==> src/rtl/mem_bus_arbiter_pkg.sv <==
// Shared encodings and default bus widths for the ibus/dbus memory arbiter.
package mem_bus_arbiter_pkg;

  localparam int MEM_ADDR_BUS_W = 32;
  localparam int MEM_DATA_BUS_W = 32;
  localparam int DBUS_MASK_W    = MEM_DATA_BUS_W / 8;
  localparam int TCNT_W         = 8;
  localparam int STARVE_W       = 4;

  typedef enum logic [1:0] {
    ST_IDLE = 2'd0,
    ST_REQ  = 2'd1,
    ST_WAIT = 2'd2
  } state_t;

  typedef enum logic {
    OWN_I = 1'b0,
    OWN_D = 1'b1
  } owner_t;

endpackage

==> src/rtl/mem_bus_arbiter_arb_prio_starve.sv <==
// Two-requester arbiter: dbus wins by default, ibus is forced through after
// MAX_DBURST consecutive dbus grants made while ibus was waiting.
module arb_prio_starve
  import mem_bus_arbiter_pkg::*;
#(
  parameter int MAX_DBURST = 4
) (
  input  logic       clk,
  input  logic       rst,
  input  logic       en,
  input  logic       ibus_req,
  input  logic       dbus_req,
  output logic [1:0] gnt
);

  localparam logic [STARVE_W-1:0] MAXB = STARVE_W'(MAX_DBURST);

  logic [STARVE_W-1:0] starve;

  always_comb begin
    gnt = '0;
    if (en) begin
      if (dbus_req && !(ibus_req && (starve == MAXB))) begin
        gnt[OWN_D] = 1'b1;
      end else if (ibus_req) begin
        gnt[OWN_I] = 1'b1;
      end
    end
  end

  // Counter only moves on IDLE-cycle arbitration decisions
  always_ff @(posedge clk) begin
    if (!rst) begin
      starve <= '0;
    end else if (en) begin
      if (!ibus_req || gnt[OWN_I]) begin
        starve <= '0;
      end else if (gnt[OWN_D] && (starve != MAXB)) begin
        starve <= starve + 1'b1;
      end
    end
  end

endmodule

==> src/rtl/mem_bus_arbiter.sv <==
// Sequences ibus and dbus onto one handshaked memory port: latch the winner,
// hold the request until gnt, then wait for rvalid or a timeout.
module mem_bus_arbiter
  import mem_bus_arbiter_pkg::*;
#(
  parameter int                ADDR_W     = MEM_ADDR_BUS_W,
  parameter int                DATA_W     = MEM_DATA_BUS_W,
  parameter int                MASK_W     = DBUS_MASK_W,
  parameter logic [ADDR_W-1:0] ADDR_MASK  = 32'h7fff_ffff,
  parameter int                MAX_DBURST = 4,
  parameter int                TIMEOUT    = 255
) (
  input  logic              clk,
  input  logic              rst,
  input  logic              I_ibus_req,
  input  logic              I_ibus_we,
  input  logic [ADDR_W-1:0] I_ibus_addr,
  input  logic [DATA_W-1:0] I_ibus_wdata,
  input  logic [MASK_W-1:0] I_ibus_mask,
  output logic [DATA_W-1:0] O_ibus_rdata,
  output logic              O_ibus_ready,
  output logic              O_ibus_err,
  input  logic              I_dbus_req,
  input  logic              I_dbus_we,
  input  logic [ADDR_W-1:0] I_dbus_addr,
  input  logic [DATA_W-1:0] I_dbus_wdata,
  input  logic [MASK_W-1:0] I_dbus_mask,
  output logic [DATA_W-1:0] O_dbus_rdata,
  output logic              O_dbus_ready,
  output logic              O_dbus_err,
  output logic              O_mem_req,
  output logic              O_mem_we,
  output logic [ADDR_W-1:0] O_mem_addr,
  output logic [DATA_W-1:0] O_mem_wdata,
  output logic [MASK_W-1:0] O_mem_mask,
  input  logic              I_mem_gnt,
  input  logic              I_mem_rvalid,
  input  logic [DATA_W-1:0] I_mem_rdata
);

  localparam logic [TCNT_W-1:0] TOUT = TCNT_W'(TIMEOUT);

  state_t            state;
  state_t            state_nxt;
  owner_t            owner;
  logic [TCNT_W-1:0] tcnt;
  logic [1:0]        gnt;
  logic              start;
  logic              done;
  logic              tout;

  logic              we_q;
  logic [ADDR_W-1:0] addr_q;
  logic [DATA_W-1:0] wdata_q;
  logic [MASK_W-1:0] mask_q;

  arb_prio_starve #(
    .MAX_DBURST(MAX_DBURST)
  ) u_arb (
    .clk     (clk),
    .rst     (rst),
    .en      (state == ST_IDLE),
    .ibus_req(I_ibus_req),
    .dbus_req(I_dbus_req),
    .gnt     (gnt)
  );

  assign start = |gnt;

  always_comb begin
    state_nxt = state;
    done      = 1'b0;
    tout      = 1'b0;
    case (state)
      ST_IDLE: begin
        if (start) state_nxt = ST_REQ;
      end
      ST_REQ: begin
        if (I_mem_gnt) state_nxt = ST_WAIT;
      end
      ST_WAIT: begin
        // A response landing on the timeout cycle still counts as good data
        if (I_mem_rvalid) begin
          done      = 1'b1;
          state_nxt = ST_IDLE;
        end else if (tcnt == TOUT) begin
          done      = 1'b1;
          tout      = 1'b1;
          state_nxt = ST_IDLE;
        end
      end
      default: state_nxt = ST_IDLE;
    endcase
  end

  always_ff @(posedge clk) begin
    if (!rst) begin
      state <= ST_IDLE;
      owner <= OWN_I;
      tcnt  <= '0;
    end else begin
      state <= state_nxt;
      if (start) owner <= gnt[OWN_D] ? OWN_D : OWN_I;
      if (state == ST_REQ) begin
        tcnt <= '0;
      end else if ((state == ST_WAIT) && (tcnt != TOUT)) begin
        tcnt <= tcnt + 1'b1;
      end
    end
  end

  // Request fields are only visible on the port in REQ, so they need no reset
  always_ff @(posedge clk) begin
    if (start) begin
      if (gnt[OWN_D]) begin
        we_q    <= I_dbus_we;
        addr_q  <= I_dbus_addr & ADDR_MASK;
        wdata_q <= I_dbus_wdata;
        mask_q  <= I_dbus_mask;
      end else begin
        we_q    <= I_ibus_we;
        addr_q  <= I_ibus_addr & ADDR_MASK;
        wdata_q <= I_ibus_wdata;
        mask_q  <= I_ibus_mask;
      end
    end
  end

  assign O_mem_req   = (state == ST_REQ);
  assign O_mem_we    = O_mem_req ? we_q    : 1'b0;
  assign O_mem_addr  = O_mem_req ? addr_q  : '0;
  assign O_mem_wdata = O_mem_req ? wdata_q : '0;
  assign O_mem_mask  = O_mem_req ? mask_q  : '0;

  assign O_ibus_ready = done && (owner == OWN_I);
  assign O_ibus_err   = tout && (owner == OWN_I);
  assign O_ibus_rdata = (O_ibus_ready && !tout) ? I_mem_rdata : '0;

  assign O_dbus_ready = done && (owner == OWN_D);
  assign O_dbus_err   = tout && (owner == OWN_D);
  assign O_dbus_rdata = (O_dbus_ready && !tout) ? I_mem_rdata : '0;

endmodule

==> config.mk <==
export PLATFORM = sky130hd
export DESIGN_NAME = mem_bus_arbiter
export DESIGN_NICKNAME = d
export VERILOG_FILES = /design/src/rtl/mem_bus_arbiter_pkg.sv /design/src/rtl/mem_bus_arbiter_arb_prio_starve.sv /design/src/rtl/mem_bus_arbiter.sv
export SDC_FILE = /design/constraint.sdc
export NUM_CORES = 1
export LEC_CHECK = 0
export BUFFER_PORTS_ARGS = -buffer_cell sky130_fd_sc_hd__buf_4
export CORE_MARGIN = 5
export CORE_UTILIZATION = 25
export CTS_BUF_LIST = sky130_fd_sc_hd__clkbuf_8
export CTS_CLUSTER_SIZE = 24
export DETAILED_ROUTE_END_ITERATION = 12
export HOLD_SLACK_MARGIN = 0.06
export PLACE_DENSITY = 0.59
export SYNTH_ARGS = -nofsm -noshare
export SYNTH_HDL_FRONTEND = slang
export SYNTH_SLANG_ARGS = --single-unit
==> constraint.sdc <==
create_clock -name clk -period 5.86 [get_ports clk]
set_input_delay 0.586 -clock clk [delete_from_list [all_inputs] [get_ports clk]]
set_output_delay 0.586 -clock clk [all_outputs]
set_load 0.03 [all_outputs]
==> metrics, run 1 <==
Syn Std Cell Area 0.004626 mm2; met1 GRT Util 0.1406; Setup Buffers After CTS 0; Lkg Pwr about 0.0034 uW; sequential area share after synthesis 0.5064; YS warnings 0; Skew-Pair Late Insertion Delay 0.36 ns; total grt overflow 0; Netlist cell types 44; RSZ-0062 raised after global routing false; CP peak stage delay 1.07 ns; routed vias 4007; drt wl/cell about 16 um; busiest layer in global routing met2; initial antenna violation count 0; Synth Register Bits 83; Mean Syn Cell Area 11.77 um2; Worst-path clk slew 0.07 ns; Final Cell Area 0.007353 mm2; post-DP HPWL between 10000 and 15000 um; GR Layer Usage met2 0.2515; final worst-path cycle share 0.5259; Fin. Hold Viols 0; first-pass GRT wire length 23250 um; # resized after CTS 0; post-route ant nets 0; Die W 146.0 um; io pins between 300 and 400; TritonCTS Buffers 9; Setup Crit Path Kind reg -> out; Slew headroom 0.1280; Setup violations, final 0; vias in the first global route 4335; CTS tree built; num rows 49; Worst Hold Margin 0.5130 ns; Reg2Reg Depth 6; Crit. path cell count 4; CORE AREA 0.01809 mm2; CP Max Fanout 32; Crit. End Element primary output; Critical Path Start Type register; worst-margin pin slew 1.302 ns; Slew Limit Fails 0; Setup Skew 0.01279 ns; area leader, netlist edfxtp_1; CTS hold repair buffers 0; net count reported at finish 871; CP delay by family, top simple AND/OR/NAND/NOR gates; Critical Path RT between 5 and 6 ns; Pre-antenna DRT Iters 4; final wirelength roughly 15000 um; post-placement cell area between 0.007 and 0.008 mm2; Total GRT Usage 0.1371; status finished clean; Max Freq around 0.32 GHz; # diodes 0; number of remaining DRC errors 0; setup TNS 0 ns; P&R area growth vs syn 58.97%; CP arrival 2.50 ns; height of the die 146.0 um; Synthesized Nets 572; Clock Path Buffers 2; crit path cell chain nand2b_2 -> nor3b_2 -> and2_1 -> buf_4; root buffer cell clkbuf_8; Max-Cap Viols 0; Starting Density 0.2558; Synth top area share 0.4414; ranking of synthesized cells by area edfxtp_1 44%, and2_1 18%, mux2_2 14%; pin count of the biggest net entering global routing 71; clock period minus worst slack 3.082 ns; cell count after synthesis a little under 400; vias per inst 4.327; Max VDD drop 0.1068 mV; M3 GR Usage 0.05826; H-Tree Depth 3; IO buf count slightly above 300; min-delay worst type reg -> reg; Die Area 0.02132 mm2; CTS sink count 83; hold depth 2; routability cong. 0.8260; Pwr Density 221.3 mW/mm2; initial DRC count 102; post-layout util 0.4066; layout cell share with drive strength beyond 1 0.5739; crit path max-delay cell type nor3b_2; WP buf/inv 1
## logic make-up (layout without fill, tap and decap cells)
family,count (synthesis),after routing,share of synthesized area
buf+inv,29,333,0.03029
compound gates,18,18,0.03165
fa+ha+maj,3,3,0.008116
simple gates,185,185,0.2383
xor+xnor,5,5,0.009469
other cells,1,1,0.0008107
flops,83,83,0.5064
mux,69,69,0.1750
## per-stage QoR
step / setup WS [ns] / power, uW / cells
finish: 2.778 / 1628 / 926
global placement: 3.271 / 1231 / 910
floorplan: 1.771 / 1023 / 393
global route: 2.573 / 1717 / 926
detailed placement: 3.127 / 1236 / 910
CTS: 2.729 / 1660 / 926
## state kept, by name, summed over array words and instances, names as in the netlist
name / flops
we_q: 1
addr_q: 31
owner: 1
tcnt: 8
mask_q: 4
state: 2
wdata_q: 32
u_arb.starve: 4
## final timing paths
| check | start | to | slack, ns |
|---|---|---|---|
| setup / recovery | state[1] | O_ibus_rdata[26] | 2.78 |
| hold / removal | tcnt[1] | tcnt[1] | 0.51 |
| setup reg to reg | u_arb.starve[0] | mask_q[1] | 3.28 |
| hold reg to reg | tcnt[1] | tcnt[1] | 0.51 |
## synth_stat cells, drive strengths merged
library cell and number:
nor3 4, edfxtp 68, and3 2, mux2i 1, o21ai 2, and2b 1, nand2 12, nor2 12
conb 1, inv 5, a311oi 1, a2111oi 1, and4b 1, nor2b 2, xnor2 2, nand3 9
ha 3, and4 1, buf 10, dfxtp 15, o211ai 2, a21boi 5, and2 133, mux2 68
a21oi 3, or2 1, and3b 1, clkbuf 14, a211oi 1, nand2b 2, nor3b 2, nor4 1
a22oi 1, xor2 3, a41o 1, a21o 1, or4 1
## cell usage in the layout (no fill, tap or decap), types with 2 or more instances in the layout
cell type,instances
a21boi_0,4
a21oi_1,3
and2_1,133
and3_1,2
buf_4,312
clkbuf_8,9
clkinvlp_4,3
dfxtp_1,15
edfxtp_1,68
ha_1,3
inv_1,6
mux2_2,59
mux2_4,9
nand2_1,12
nand3_1,8
nor2_1,11
nor3_1,4
o211ai_1,2
o21ai_0,2
xnor2_1,2
xor2_1,3
## power by group
part | total (uW) | switching [uW] | internal (uW)
clock network | 415 | 219 | 196
logic | 474 | 249 | 225
registers | 739 | 14.3 | 725
total | 1630 | 482 | 1150
## tightest hold or removal path: cells and delay by family, from the launching register on
family,cells,cell delay [ns]
DFF,1,0.34
AOI/OAI and AO/OA,1,0.06
and+or+nand+nor,1,0.07
## layout make-up
class / instances / area [um2]
clock buffer: 9 / 123.9
tap: 229 / 286.5
timing repair buffer: 312 / 2342
sequential: 83 / 2342
fill: 1745 / 10730
multi-input combinational: 281 / 2171
clock inverter: 7 / 68.82
inverter: 5 / 18.77
## routing by layer
layer,up-vias,share of wire
met1,1814,0.35
met3,13,0.12
met5,-,0
li1,1950,-
met2,230,0.52
met4,0,0.014
(Power assumes the default switching activity.)
==> inputs of run 2 (changes only) <==
- PLACE_DENSITY: 0.59 -> 0.61
- clock period: 5.86 -> 2.7 ns (I/O delays scaled with it)
==> run 2 against run 1 <==
Setup slack got worse by 2.6 ns. Clock skew up 0.0075 ns. Register-to-register slack got worse by 2.8 ns. Global-route usage up 0.42 points. Via count grew 0.47%. Combinational power increased by 120%. Flip-flop and latch count did not move. Worst hold slack worse by 0.31 ns. Critical endpoint is now O_ibus_rdata[9]. Largest power group unchanged.
==> metrics, run 2 (same netlist as run 1, synthesis figures left out) <==
root buffer cell clkbuf_8; Pre-antenna DRT Iters 4; height of the die 146.0 um; post-DP HPWL 12310 um; post-route ant nets 0; min-delay worst type in -> reg; Clock Path Buffers 2; final wirelength 15480 um; commonest non-fill, non-tap cell in the layout buf_4; IO buf count 310; H-Tree Depth 3; Critical Path RT 2.43 ns; hold depth 2; Slew Limit Fails 0; Starting Density 0.2558; Die W 146.0 um; # diodes 0; CTS hold repair buffers 0; first-pass GRT wire length 24100 um; Hold Crit Start I_ibus_addr[9]; TritonCTS Buffers 9; net count reported at finish 876; initial DRC count 116; Max Freq 0.3971 GHz; setup TNS 0 ns; Skew-Pair Late Insertion Delay between 0.3 and 0.4 ns; Pwr Density 491.3 mW/mm2; Setup violations, final 0; CP Max Fanout 18; total grt overflow 0; routability cong. between 0.8 and 0.9; num rows 49; commonest non-fill, non-tap cells in the layout 315 x buf_4, 133 x and2_1, 68 x edfxtp_1; Critical Path Start Type register; initial antenna violation count 0; P&R area growth vs syn 60.81%; layout cell share with drive strength beyond 1 0.5792; CP arrival 2.25 ns; Setup Buffers After CTS 0; Worst Hold Margin 0.1985 ns; worst-margin pin slew 0.6536 ns; Worst-path clk slew 0.10 ns; drt wl/cell 16.65 um; # resized after CTS 0; Lkg Pwr roughly 0.0034 uW; io pins 314; vias per inst 4.329; Die Area about 0.021 mm2; CTS tree built; status finished clean; vias in the first global route about 4500; RR Startpoint u_arb.starve[0]; Fin. Hold Viols 0; Setup Skew 0.02026 ns; CTS sink count 83; Max-Cap Viols 0; crit path from state[1]; final worst-path cycle share 0.9326; biggest regs wdata_q (32), addr_q (31), tcnt (8); Reg2Reg Depth 7; Largest register FFs 32; CORE AREA around 0.018 mm2; Crit. End Element primary output; routed vias roughly 4000; clock period minus worst slack 2.518 ns; Slew headroom 0.5623; number of remaining DRC errors 0; RSZ-0062 raised after global routing false; Largest Register wdata_q; Max VDD drop around 0.28 mV; pin count of the biggest net entering global routing 70; Total GRT Usage 0.1412; Setup Crit Path Kind reg -> out
## run 2: area by class of cell
class	count	area (um2)
Sequential cell	83	2342
Tap cell	229	286.5
Inverter	5	18.77
Fill cell	1703	10650
Timing Repair Buffer	317	2405
Clock inverter	6	91.34
Multi-Input combinational cell	281	2171
Clock buffer	9	123.9
## run 2: layer usage
metal  part of all wire  routed length (um)  GRT usage
met2               0.52                8034     0.2603
met1               0.35                5481     0.1448
met5                  0                   0          0
met3               0.11                1751    0.05950
met4              0.014                 216    0.04516
## run 2: worst paths after layout
path,endpoint,slack (ns)
hold reg to reg,u_arb.starve[3],0.49
setup reg to reg,addr_q[1],0.52
hold / removal,addr_q[9],0.20
setup / recovery,O_ibus_rdata[9],0.18
## run 2: worst max-delay path, stage by stage, from the launching register on
cell	delay, ns
dfxtp_1	0.50
nand2b_2	0.18
nor3b_2	0.60
buf_4	0.31
and2_1	0.15
buf_4	0.16
## run 2: power breakdown
group          total, uW  switching [uW]  leakage [uW]  internal [uW]
clock network        996             476      0.000109            519
logic               1050             549       0.00251            498
registers           1610            38.2      0.000788           1570
## run 2: metrics by stage
| stage | cells | instance area, um2 | total power (uW) | utilization | setup slack (ns) |
|---|---|---|---|---|---|
| after floorplan | 393 | 4633 | 2213 | - | 0.4918 |
| after global placement | 915 | 7223 | 2687 | 0.3994 | 0.5758 |
| after detailed placement | 915 | 7223 | 2710 | 0.3994 | 0.4989 |
| after CTS | 930 | 7438 | 3719 | 0.4113 | 0.1352 |
| after global routing | 930 | 7438 | 3835 | 0.4113 | 0.008198 |
| final | 930 | 7438 | 3655 | 0.4113 | 0.1819 |
